--- src/rtl/rv32_pkg.sv ---
// rv32_pkg: shared RV32I definitions.
//   - base opcode constants (shared with the immediate decoder)
//   - fmt_e instruction format classes used by the encoder
//   - NOP_INSTR, the word stored in place of an unencodable request
//   - fmt_of(): maps an opcode/funct3 pair to its format class
package rv32_pkg;

  localparam logic [6:0] OP_LUI    = 7'b0110111;
  localparam logic [6:0] OP_AUIPC  = 7'b0010111;
  localparam logic [6:0] OP_JAL    = 7'b1101111;
  localparam logic [6:0] OP_JALR   = 7'b1100111;
  localparam logic [6:0] OP_BRANCH = 7'b1100011;
  localparam logic [6:0] OP_LOAD   = 7'b0000011;
  localparam logic [6:0] OP_STORE  = 7'b0100011;
  localparam logic [6:0] OP_IMM    = 7'b0010011;
  localparam logic [6:0] OP_OP     = 7'b0110011;

  localparam logic [31:0] NOP_INSTR = 32'h0000_0013;

  typedef enum logic [2:0] {
    FMT_R, FMT_I, FMT_SH, FMT_S, FMT_B, FMT_U, FMT_J, FMT_BAD
  } fmt_e;

  // OP-IMM with funct3 001/101 is a shift: the upper immediate bits carry funct7.
  function automatic fmt_e fmt_of(input logic [6:0] op, input logic [2:0] f3);
    fmt_e f;
    case (op)
      OP_LUI, OP_AUIPC:   f = FMT_U;
      OP_JAL:             f = FMT_J;
      OP_JALR, OP_LOAD:   f = FMT_I;
      OP_IMM:             f = (f3 == 3'b001 || f3 == 3'b101) ? FMT_SH : FMT_I;
      OP_BRANCH:          f = FMT_B;
      OP_STORE:           f = FMT_S;
      OP_OP:              f = FMT_R;
      default:            f = FMT_BAD;
    endcase
    return f;
  endfunction

endpackage

--- src/rtl/sync_fifo.sv ---
// sync_fifo: single-clock FIFO, synchronous active-high reset.
//   push/wdata/full : write side (caller must not push when full)
//   pop/rdata/empty : read side; rdata reads as zero while empty
// A count register one bit wider than the pointers separates full from empty.
module sync_fifo #(
  parameter int WIDTH = 33,
  parameter int DEPTH = 2
) (
  input  logic             clk,
  input  logic             rst,
  input  logic             push,
  input  logic [WIDTH-1:0] wdata,
  output logic             full,
  input  logic             pop,
  output logic [WIDTH-1:0] rdata,
  output logic             empty
);

  localparam int AW = (DEPTH > 1) ? $clog2(DEPTH) : 1;
  localparam int CW = $clog2(DEPTH) + 1;

  logic [WIDTH-1:0] mem [DEPTH];
  logic [AW-1:0]    wr_ptr, rd_ptr;
  logic [CW-1:0]    count;
  logic             do_push, do_pop;

  function automatic logic [AW-1:0] nxt(input logic [AW-1:0] p);
    return (p == AW'(DEPTH - 1)) ? '0 : p + AW'(1);
  endfunction

  assign full    = (count == CW'(DEPTH));
  assign empty   = (count == '0);
  assign do_push = push && !full;
  assign do_pop  = pop && !empty;
  assign rdata   = empty ? '0 : mem[rd_ptr];

  always_ff @(posedge clk) begin
    if (rst) begin
      wr_ptr <= '0;
      rd_ptr <= '0;
      count  <= '0;
    end else begin
      if (do_push) begin
        mem[wr_ptr] <= wdata;
        wr_ptr      <= nxt(wr_ptr);
      end
      if (do_pop) rd_ptr <= nxt(rd_ptr);
      case ({do_push, do_pop})
        2'b10:   count <= count + CW'(1);
        2'b01:   count <= count - CW'(1);
        default: count <= count;
      endcase
    end
  end

endmodule

--- src/rtl/instr_encoder.sv ---
// instr_encoder: streaming RV32I field-to-word encoder.
//   in_*      : field-level request, valid/ready (in_ready = FIFO not full)
//   out_*     : FIFO head {out_err, out_instr}, valid/ready; zero when empty
//   enc_count : accepted requests, err_count : accepted requests with error
// Out-of-range immediates and unknown opcodes enqueue a NOP with out_err set.
module instr_encoder
  import rv32_pkg::*;
#(
  parameter int DEPTH = 2,
  parameter int CNT_W = 16
) (
  input  logic             clk,
  input  logic             rst,
  input  logic             in_valid,
  output logic             in_ready,
  input  logic [6:0]       in_opcode,
  input  logic [4:0]       in_rd,
  input  logic [4:0]       in_rs1,
  input  logic [4:0]       in_rs2,
  input  logic [2:0]       in_funct3,
  input  logic [6:0]       in_funct7,
  input  logic [31:0]      in_imm,
  output logic             out_valid,
  input  logic             out_ready,
  output logic [31:0]      out_instr,
  output logic             out_err,
  output logic [CNT_W-1:0] enc_count,
  output logic [CNT_W-1:0] err_count
);

  fmt_e               fmt;
  logic [31:0]        word;
  logic               bad;
  logic signed [31:0] simm;
  logic               full, empty, accept;

  assign simm = in_imm;
  assign fmt  = fmt_of(in_opcode, in_funct3);

  always_comb begin
    word = NOP_INSTR;
    bad  = 1'b0;
    case (fmt)
      FMT_U: begin
        word = {in_imm[31:12], in_rd, in_opcode};
        bad  = (in_imm[11:0] != 12'h000);
      end
      FMT_J: begin
        word = {in_imm[20], in_imm[10:1], in_imm[11], in_imm[19:12], in_rd, in_opcode};
        bad  = in_imm[0] || (simm < -32'sd1048576) || (simm > 32'sd1048574);
      end
      FMT_I: begin
        word = {in_imm[11:0], in_rs1, in_funct3, in_rd, in_opcode};
        bad  = (simm < -32'sd2048) || (simm > 32'sd2047);
      end
      FMT_SH: begin
        word = {in_funct7, in_imm[4:0], in_rs1, in_funct3, in_rd, in_opcode};
        bad  = (in_imm[31:5] != 27'd0);
      end
      FMT_B: begin
        word = {in_imm[12], in_imm[10:5], in_rs2, in_rs1, in_funct3,
                in_imm[4:1], in_imm[11], in_opcode};
        bad  = in_imm[0] || (simm < -32'sd4096) || (simm > 32'sd4094);
      end
      FMT_S: begin
        word = {in_imm[11:5], in_rs2, in_rs1, in_funct3, in_imm[4:0], in_opcode};
        bad  = (simm < -32'sd2048) || (simm > 32'sd2047);
      end
      FMT_R: begin
        word = {in_funct7, in_rs2, in_rs1, in_funct3, in_rd, in_opcode};
      end
      default: bad = 1'b1;
    endcase
    if (bad) word = NOP_INSTR;
  end

  // No bypass: a pop in the same cycle does not free a slot for a full FIFO.
  assign in_ready  = !full;
  assign accept    = in_valid && in_ready;
  assign out_valid = !empty;

  sync_fifo #(.WIDTH(33), .DEPTH(DEPTH)) u_fifo (
    .clk   (clk),
    .rst   (rst),
    .push  (accept),
    .wdata ({bad, word}),
    .full  (full),
    .pop   (out_ready),
    .rdata ({out_err, out_instr}),
    .empty (empty)
  );

  always_ff @(posedge clk) begin
    if (rst) begin
      enc_count <= '0;
      err_count <= '0;
    end else if (accept) begin
      enc_count <= enc_count + CNT_W'(1);
      if (bad) err_count <= err_count + CNT_W'(1);
    end
  end

endmodule

--- config.mk ---
export PLATFORM = sky130hd
export DESIGN_NAME = instr_encoder
export DESIGN_NICKNAME = d
export VERILOG_FILES = /design/src/rtl/rv32_pkg.sv /design/src/rtl/sync_fifo.sv /design/src/rtl/instr_encoder.sv
export SDC_FILE = /design/constraint.sdc
export NUM_CORES = 1
export LEC_CHECK = 0
export CAP_MARGIN = 40
export CELL_PAD_IN_SITES_DETAIL_PLACEMENT = 0
export CELL_PAD_IN_SITES_GLOBAL_PLACEMENT = 1
export CORE_MARGIN = 5
export CORE_UTILIZATION = 38
export DETAILED_ROUTE_END_ITERATION = 6
export PLACE_DENSITY = 0.78
export SLEW_MARGIN = 20
export SYNTH_ARGS = -nofsm -noshare
export SYNTH_HDL_FRONTEND = slang
export SYNTH_SLANG_ARGS = --single-unit
export TNS_END_PERCENT = 100
--- constraint.sdc ---
create_clock -name clk -period 5.1 [get_ports clk]
set_input_delay 1.275 -clock clk [delete_from_list [all_inputs] [get_ports clk]]
set_output_delay 1.275 -clock clk [all_outputs]
set_load 0.05 [all_outputs]
==> results of run 1 <==
-- per-stage QoR --
step	instance area [µm²]	util (%)	cells	hold WS [ps]	worst slack, ps
detailed placement	6710	50.6	787	475	470
CTS	6990	52.8	803	488	791
floorplan	5160	-	491	472	499
global placement	6670	50.3	785	473	406
finish	6990	52.8	803	492	737
global route	6990	52.8	803	500	545
-- sequential cells by signal, indices dropped and copies added, names as in the netlist, named ones only --
register,count
enc_count,16
u_fifo.mem,66
u_fifo.count,2
err_count,16
u_fifo.rd_ptr,1
u_fifo.wr_ptr,1
-- worst reg2reg max path, delay by kind of cell, from the launching register on --
family	cells	cell delay [ps]
flip-flops	1	410
buffers and inverters	2	350
AND/OR/NAND/NOR	6	1430
AO/OA/AOI/OAI	1	130
-- worst max-delay path by stage --
stage / startpoint / end / slack [ps] / cells after the start
after floorplan: in_valid / u_fifo.mem[1][0]$_DFFE_PP_ / 500 / 4
after global placement: in_opcode[6] / err_count[6]$_SDFFE_PP0P_ / 410 / 9
after detailed placement: in_imm[31] / u_fifo.mem[0][10]$_DFFE_PP_ / 470 / 9
after CTS: in_imm[31] / u_fifo.mem[0][31]$_DFFE_PP_ / 790 / 9
after global routing: in_imm[8] / u_fifo.mem[0][31]$_DFFE_PP_ / 550 / 9
final: in_imm[31] / u_fifo.mem[0][31]$_DFFE_PP_ / 740 / 9
-- cell usage in the layout, fill, tap and decap left out, types with 3 or more instances in the layout --
cell and count:
a21oi_1 28, a222oi_1 12, a31oi_1 8, and2_1 10, and3_1 6, buf_4 8
clkbuf_16 9, clkdlybuf4s50_1 134, conb_1 4, dfxtp_1 36, edfxtp_1 66, ha_1 3
inv_1 8, inv_6 3, mux2i_1 35, nand2_1 31, nand2b_1 5, nand3_1 31
nand4_1 10, nor2_1 68, nor2_4 9, nor2b_1 3, nor3_1 8, nor4_1 5
o21ai_0 12, o31ai_1 3, or3_1 9, or4_1 8, xnor2_1 11, xor2_1 9
-- metal layers --
| metal | share of wire [%] | wire, µm | vias to the layer above |
|---|---|---|---|
| li1 | - | - | 2077 |
| met1 | 45 | 6410 | 2067 |
| met2 | 47 | 6790 | 137 |
| met3 | 6.8 | 972 | 12 |
| met4 | 1.2 | 174 | 0 |
| met5 | 0 | 0 | - |
-- report_power, final --
| group | internal, mW | total (mW) | leakage (nW) | switching (mW) |
|---|---|---|---|---|
| combinational | 0.418 | 1.21 | 1.16 | 0.792 |
| sequential | 0.952 | 1.01 | 0.944 | 0.0534 |
| clock | 0.342 | 0.666 | 0.143 | 0.324 |
-- cell families after synthesis --
kind of cell               share of synthesized area [%]
and+or+nand+nor                                     22.6
DFF                                                 52.9
AOI/OAI and AO/OA                                   10.1
muxes                                               7.02
buffers and inverters                               3.18
xor gates and xnor gates                            3.40
adders and majority gates                          0.729
other                                             0.0728
-- cell type report --
cell class / count / share of cell area [%]
Sequential cell: 103 / 39.0
Multi-Input combinational cell: 355 / 32.7
Timing Repair Buffer: 144 / 20.6
Clock buffer: 9 / 3.22
Tap cell: 176 / 3.15
Clock inverter: 7 / 0.877
Inverter: 9 / 0.483
==> results.ini, run 1 <==
[min_path]
min_from=err_count[15]$_SDFFE_PP0P_
hold_path_class=reg -> reg
whs_path_depth=2
hold_end=err_count[15]$_SDFFE_PP0P_

[logic_synthesis]
synth_commonest_cells=nor2_1, edfxtp_1, dfxtp_1, mux2i_1
ys.flop_type=edfxtp_1
syn_inst=488
synth.most_common_cell=nor2_1
synth_edf_count=66
synth_seq_cells=103
synthTopCellsByArea=edfxtp_1, dfxtp_1, mux2i_1
async_flop_share_pct=0
yosys.area.top_type=edfxtp_1
avgSynthCellArea_um2=10.6
ys_seq_area_share_pct=52.9
ys_types=54
syn_area_um2=5150
yosysWarningCount=0
synth.top_cell.area_share_pct=38.5

[routing]
viasPerCell=5.35
drc=0
drtIter0Drc=350
avgRoutedWirePerCell_um=17.9
vias=4293
totalWireLength_um=14300
antenna_left=0
detail_route.first_pass.iterations=6

[clock_network]
post_cts_buffers=0
h-tree-depth=3
worstSkewPairLatency_ps=350
ctsResizeCount=0
cts_made_buffers=9
ctsHoldBuffers=0
clockBufferDepth=2
cts_tree=yes
cts-root-buf=clkbuf_16
clk_pin_slew_ps=70
cts_sinks=103

[timing]
final-hold-violation-count=0
worstMarginPinSlew_ps=774
finalClockSkew_ps=10.4
slew_viol_final=0
setup_viol=0
period_share_pct=85.6
slew_headroom_pct=48.3
grt_setup_unrepaired=false
clock.fmax_ghz=0.229
setup_tns_ps=0
layout_min_cycle_time_ps=4360

[global_route]
grt_max_degree=43
overflow=0
grt_usage_pct=17.6
grt.met1_usage_pct=22.7
use_met3_pct=4.62
antenna_found_initial=1
busiest_layer=met2
gr-usage-met2_pct=29.1
grt_pass1_vias=4356
grt_pass1_wl_um=22600

[placed_design]
hpwl_um=10500
routabilityCongestion=0.852
port-buffer-count=134

[pwr]
ir_worst_vdd_mv=0.217
p_total_mw=2.88
p_per_area_nw_per_um2=412
p_leak_nw=2.24

[die]
die_area_um2=16000
io_pins=135
die_h_um=126
initial_utilization_pct=38.9
core_area_um2=13200
chipWidth_um=126
core.rowCount=42

[layout]
area_delta_synth_final_pct=35.8
finish.net_count=693
fill_cells=1228
layout-drive-gt1-share_pct=8.13
final-seq-area_um2=2720
multiInputGateArea_um2=2290
antenna_cells=0

[critical_path]
cp.required_ps=5260
critPathMaxStageDelay_ps=600
timing.rr.end=err_count[14]$_SDFFE_PP0P_
crit_path_cell_trace=clkdlybuf4s50_1, or4_4, nor3_2, a31oi_1, nor4b_4, and3_1, inv_2, buf_12, a31oi_1
crit_buf_inv=3
reg2reg_from=u_fifo.count[0]$_SDFFE_PP0P_
cp_top_family=simple AND/OR/NAND/NOR gates
start_kind=primary input
crit_type=in -> reg
path_max_fanout=26
reg2reg_slack_ps=2690
critical_path.slowest_cell=or4_4
worst-endpoint-arrival_ps=4520
endpoint_kind=register
rr_worst_depth=9
crit_top_cell=a31oi_1

[job]
maxCapViolCount=0

[outcome]
status=completed

Note: power is estimated with default switching activity, not from simulation.
==> run 2, diff against run 1 <==
--- a/config.mk
+++ b/config.mk
@@ -9,9 +9,9 @@
 export CELL_PAD_IN_SITES_DETAIL_PLACEMENT = 0
 export CELL_PAD_IN_SITES_GLOBAL_PLACEMENT = 1
 export CORE_MARGIN = 5
-export CORE_UTILIZATION = 38
+export CORE_UTILIZATION = 40
 export DETAILED_ROUTE_END_ITERATION = 6
-export PLACE_DENSITY = 0.78
+export PLACE_DENSITY = 0.82
 export SLEW_MARGIN = 20
 export SYNTH_ARGS = -nofsm -noshare
 export SYNTH_HDL_FRONTEND = slang
==> constraint.sdc (replaced) <==
create_clock -name clk -period 5.15 [get_ports clk]
set_input_delay 1.2875 -clock clk [delete_from_list [all_inputs] [get_ports clk]]
set_output_delay 1.2875 -clock clk [all_outputs]
set_load 0.05 [all_outputs]
==> run 2 against run 1 <==
  * Hold slack improved by 3.4 ps
  * Flip-flop and latch count unchanged
  * Critical path depth up 1
  * Largest power group unchanged
  * Via count up 0.79%
  * Register-to-register slack worse by 150 ps
  * Global-route usage rose by 0.89 points
  * Non-clock buffer count is 1 higher
  * Highest routed layer is now met5
  * Clock power rose by 6.0%
  * Setup slack gained 260 ps
==> results.ini, run 2 (synthesis results as in run 1) <==
[outcome]
status=completed

[timing]
setup_slack_ps=999  ; +262 ps
slew_viol_final=0  ; unchanged
finalClockSkew_ps=7.17  ; -3.24 ps
final-hold-violation-count=0  ; unchanged
period_share_pct=80.6
setup_tns_ps=0  ; unchanged
worstMarginPinSlew_ps=805  ; +31.1 ps
setup_viol=0  ; unchanged
grt_setup_unrepaired=false
hold_slack_ps=496  ; +3.42 ps
layout_min_cycle_time_ps=4150
clock.fmax_ghz=0.241
slew_headroom_pct=46.2  ; -2.1 points

[routing]
drtIter0Drc=323  ; -7.7%
detail_route.first_pass.iterations=6  ; unchanged
antenna_left=0  ; unchanged
avgRoutedWirePerCell_um=17.4  ; -2.6%
drc=0  ; unchanged
viasPerCell=5.41  ; +1.2%
vias=4327  ; +0.79%
totalWireLength_um=13900  ; -3.0%

[clock_network]
ctsResizeCount=0  ; unchanged
clk_pin_slew_ps=70  ; about the same
cts_made_buffers=9  ; unchanged
clockBufferDepth=2  ; unchanged
post_cts_buffers=0  ; unchanged
h-tree-depth=3  ; unchanged
ctsHoldBuffers=0  ; unchanged
cts_sinks=103  ; unchanged
cts_tree=yes
worstSkewPairLatency_ps=340  ; about the same
cts-root-buf=clkbuf_16

[pwr]
p_sw_mw=1.13  ; -3.1%
p_leak_nw=2.27  ; +1.2%
p_comb_share_pct=41.4  ; -0.6 points
switching_share_pct=39.1  ; -1.5 points
p_int_mw=1.76  ; +3.1%
ir_worst_vdd_mv=0.183  ; -16%
clock_power_share_pct=24.4  ; +1.3 points
p_per_area_nw_per_um2=412  ; about the same
seqPwrFrac_pct=34.2  ; -0.7 points

[global_route]
overflow=0  ; unchanged
grt_max_degree=43  ; unchanged
grt_usage_pct=18.4  ; +0.89 points
grt_pass1_vias=4239  ; -2.7%
grt_pass1_wl_um=21700  ; -3.8%
antenna_found_initial=1  ; unchanged

[layout]
mostFrequentLayoutCell=clkdlybuf4s50_1
largest-register=u_fifo.mem
top_regs=u_fifo.mem (66), enc_count (16), err_count (16)
fin_util_pct=55.7  ; +2.9 points
final_cell_mix=clkdlybuf4s50_1, nor2_1, edfxtp_1
antenna_cells=0  ; unchanged
finish.net_count=694  ; +0.14%
largest_register_ffs=66  ; unchanged
layout-drive-gt1-share_pct=8.12  ; -0.013 points
area_delta_synth_final_pct=36.5
stdcell_count=800  ; -0.37%

[min_path]
hold_path_class=reg -> reg
min_from=err_count[15]$_SDFFE_PP0P_

[die]
core_area_um2=12600  ; -4.7%
die_h_um=123  ; -2.3%
core.rowCount=41  ; -2.4%
die_area_um2=15200  ; -4.6%
io_pins=135  ; unchanged
chipWidth_um=123  ; -2.3%
initial_utilization_pct=40.8  ; +1.9 points

[critical_path]
worst-endpoint-arrival_ps=4320  ; -200 ps
cp.required_ps=5320  ; +60 ps
reg2reg_from=u_fifo.count[0]$_SDFFE_PP0P_
cp-startpoint=in_imm[31]
crit_type=in -> reg
start_kind=primary input
endpoint_kind=register
path_max_fanout=17  ; -35%

[placed_design]
hpwl_um=10400  ; -1.7%
post-place-cells=782  ; -0.64%
routabilityCongestion=0.837  ; -1.8%
port-buffer-count=134  ; unchanged
dp_worst_setup_slack_ps=521  ; +51.7 ps

[job]
maxCapViolCount=0  ; unchanged

-- run 2: worst paths after layout --
kind              slack, ps                          to  cells after the start
hold reg to reg         500  err_count[15]$_SDFFE_PP0P_                      2
hold / removal          500  err_count[15]$_SDFFE_PP0P_                      2
setup reg to reg       2540  err_count[14]$_SDFFE_PP0P_                      8
setup / recovery       1000  u_fifo.mem[1][8]$_DFFE_PP_                     10
-- run 2: final cells by class --
cell class / instances / area [µm²]
clock buffers: 10 / 250
repair buffers: 145 / 1450
fillers: 1136 / 5590
clock inverters: 6 / 63.8
multi-input cells: 355 / 2290
well taps: 172 / 215
inverters: 9 / 33.8
flip-flops and latches: 103 / 2720
-- run 2: routing by layer --
metal / vias to the layer above / share of wire [%] / track usage (%)
met1: 2049 / 43 / 23.4
li1: 2079 / - / -
met2: 180 / 49 / 31.5
met5: - / 0.079 / 0
met4: 2 / 1.5 / 5.67
met3: 17 / 6.9 / 4.07
-- run 2: power groups by stage --
stage	Sequential, mW	Combinational (mW)	Clock, mW
2_1_floorplan	1.01	0.782	0
3_3_place_gp	1.04	1.16	0
3_5_place_dp	1.01	1.21	0
4_1_cts	0.992	1.21	0.719
5_1_grt	0.998	1.27	0.749
6_report	0.991	1.20	0.706
-- run 2: per-stage QoR --
step / power, mW / area (µm²)
after detailed placement: 2.22 / 6680
after CTS: 2.92 / 6990
final: 2.90 / 7030
after global placement: 2.20 / 6660
after global routing: 3.02 / 7030
after floorplan: 1.79 / 5160
-- run 2: worst max-delay path, stage by stage --
cell and delay [ps]:
clkdlybuf4s50_1 500, or4_4 580, nor3_2 280, a22oi_1 100, o21ai_0 510, and3_1 240, buf_4 190, inv_2 200
buf_16 230, a21oi_1 190
==> run 3, diff against run 2 <==
--- a/config.mk
+++ b/config.mk
@@ -9,9 +9,9 @@
 export CELL_PAD_IN_SITES_DETAIL_PLACEMENT = 0
 export CELL_PAD_IN_SITES_GLOBAL_PLACEMENT = 1
 export CORE_MARGIN = 5
-export CORE_UTILIZATION = 40
+export CORE_UTILIZATION = 38
 export DETAILED_ROUTE_END_ITERATION = 6
-export PLACE_DENSITY = 0.82
+export PLACE_DENSITY = 0.78
 export SLEW_MARGIN = 20
 export SYNTH_ARGS = -nofsm -noshare
 export SYNTH_HDL_FRONTEND = slang
==> constraint.sdc (replaced) <==
create_clock -name clk -period 4 [get_ports clk]
set_input_delay 1 -clock clk [delete_from_list [all_inputs] [get_ports clk]]
set_output_delay 1 -clock clk [all_outputs]
set_load 0.05 [all_outputs]
==> run 3 against run 2 <==
  * The flow now finishes with violations (design-rule violations)
  * Routed wire length up 4.7%
  * Clock power up 27%
  * Via count up 1.6%
  * Clock-buffer cell count up 2
  * Flip-flop and latch count unchanged
  * Final area up 0.85%
  * Setup slack worse by 470 ps
  * Highest routed layer unchanged
==> results.ini, run 3 (synthesis results as in run 1) <==
[global_route]
grt_max_degree=37  ; -14%
grt_pass1_vias=4385  ; +3.4%
use_met3_pct=5.59  ; +1.5 points
grt_pass1_wl_um=23400  ; +7.6%
antenna_found_initial=1  ; unchanged
busiest_layer=met2
gr-usage-met2_pct=28.9  ; -2.6 points
grt_usage_pct=18.4  ; -0.063 points
grt.met1_usage_pct=24.0  ; +0.66 points
overflow=0  ; unchanged

[min_path]
hold_end=err_count[15]$_SDFFE_PP0P_
hold_path_class=reg -> reg
min_from=err_count[15]$_SDFFE_PP0P_
whs_path_depth=2  ; unchanged

[clock_network]
cts_sinks=103  ; unchanged
cts_made_buffers=9  ; unchanged
ctsHoldBuffers=0  ; unchanged
ctsResizeCount=0  ; unchanged
h-tree-depth=3  ; unchanged
cts-root-buf=clkbuf_16
worstSkewPairLatency_ps=350  ; about the same
cts_tree=yes
clk_pin_slew_ps=70  ; about the same
post_cts_buffers=0  ; unchanged
clockBufferDepth=2  ; unchanged

[layout]
largest-register=u_fifo.mem
final_cell_mix=clkdlybuf4s50_1, nor2_1, edfxtp_1
top_regs=u_fifo.mem (66), enc_count (16), err_count (16)
area_delta_synth_final_pct=37.6
finalInstanceArea_um2=7090  ; +0.85%
fin_util_pct=53.5  ; -2.2 points
antenna_cells=0  ; unchanged
mostFrequentLayoutCell=clkdlybuf4s50_1
layout-drive-gt1-share_pct=9.13  ; +1.0 points
largest_register_ffs=66  ; unchanged
finish.net_count=701  ; +1.0%

[timing]
final-hold-violation-count=0  ; unchanged
clock.fmax_ghz=0.288
slew_viol_final=0  ; unchanged
grt_setup_unrepaired=false
slew_headroom_pct=62.6  ; +16 points
hold_slack_ps=505  ; +9.67 ps
layout_min_cycle_time_ps=3470
finalClockSkew_ps=9.86  ; +2.69 ps
period_share_pct=86.7
setup_tns_ps=0  ; unchanged
worstMarginPinSlew_ps=561  ; -244 ps
setup_viol=0  ; unchanged

[job]
maxCapViolCount=0  ; unchanged

[placed_design]
hpwl_um=10600  ; +2.8%
routabilityCongestion=0.855  ; +2.1%
port-buffer-count=134  ; unchanged
placed_cell_area_um2=6780  ; +1.5%

[critical_path]
start_kind=primary input
timing.rr.end=u_fifo.count[1]$_SDFFE_PP0P_
worst-endpoint-arrival_ps=3640  ; -680 ps
crit_type=in -> reg
endpoint_kind=register
reg2reg_slack_ps=1610  ; -930 ps
reg2reg_from=u_fifo.count[1]$_SDFFE_PP0P_
rr_worst_depth=7  ; -1
cp.required_ps=4170  ; -1150 ps
path_max_fanout=19  ; +2

[die]
core_area_um2=13200  ; +4.9%
die_h_um=126  ; +2.4%
chipWidth_um=126  ; +2.4%
initial_utilization_pct=38.9  ; -1.9 points
die_area_um2=16000  ; +4.8%
core.rowCount=42  ; +2.4%
io_pins=135  ; unchanged

[routing]
detail_route.first_pass.iterations=7  ; +1
drc=1  ; +1
viasPerCell=5.42  ; +0.19%
avgRoutedWirePerCell_um=18.0  ; +3.3%
drtIter0Drc=308  ; -4.6%
vias=4395  ; +1.6%
totalWireLength_um=14600  ; +4.7%
antenna_left=0  ; unchanged

[pwr]
p_leak_nw=2.30  ; +1.2%
ir_worst_vdd_mv=0.184  ; +0.20%
p_per_area_nw_per_um2=528  ; +28%
p_total_mw=3.74  ; +29%

[outcome]
violations=design-rule violations
status=complete, but fails checks

[run 3: cell count changes in the layout (fill, tap and decap cells not counted)]
| cell | delta |
|---|---|
| nor3_2 | -1 |
| clkbuf_1 | +1 |
| nor3_4 | +1 |
| nor3b_4 | +1 |
| buf_2 | -1 |
| nor3b_2 | -1 |
| clkbuf_16 | +1 |
| inv_1 | -1 |
| bufinv_16 | -1 |
| buf_12 | +1 |
| buf_4 | +8 |
| buf_16 | -1 |
[run 3: report_power, final]
group | switching [mW] | total [mW] | internal, mW
Sequential | 0.0649 | 1.28 | 1.21
Clock | 0.394 | 0.896 | 0.502
Combinational | 1.03 | 1.57 | 0.538
[run 3: worst max path at each step]
stage | cells past startpoint | slack (ps) | startpoint | end
floorplan | 9 | 840 | in_imm[22] | u_fifo.mem[0][32]$_DFFE_PP_
global placement | 9 | 280 | in_opcode[3] | err_count[5]$_SDFFE_PP0P_
detailed placement | 9 | 180 | in_opcode[3] | err_count[5]$_SDFFE_PP0P_
CTS | 4 | 560 | u_fifo.count[0]$_SDFFE_PP0P_ | out_err
global route | 10 | 360 | in_opcode[6] | err_count[15]$_SDFFE_PP0P_
finish | 9 | 530 | in_imm[20] | u_fifo.mem[1][10]$_DFFE_PP_
[run 3: stage by stage]
stage / cells / worst slack, ps
2_1_floorplan: 491 / 835
3_3_place_gp: 795 / 275
3_5_place_dp: 795 / 184
4_1_cts: 811 / 563
5_1_grt: 811 / 361
6_report: 811 / 531
[run 3: layout make-up]
class,count,area [µm²]
multi-input cells,355,2300
inverters,9,33.8
repair buffers,152,1500
clock buffers,12,279
well taps,176,220
clock inverters,4,30.0
fillers,1190,6160
flip-flops and latches,103,2720
[run 3: worst max-delay path, stage by stage]
cell	delay, ps
clkdlybuf4s50_1	490
or4_1	560
nor4_1	320
nor3_1	130
nor4b_4	340
and3_1	240
inv_2	130
buf_12	200
a21oi_1	220
[run 3: metal layers]
layer,routed length (µm),part of all wire [%]
met5,7,0.048
met4,253,1.7
met3,1160,8.0
met2,6750,46
met1,6400,44
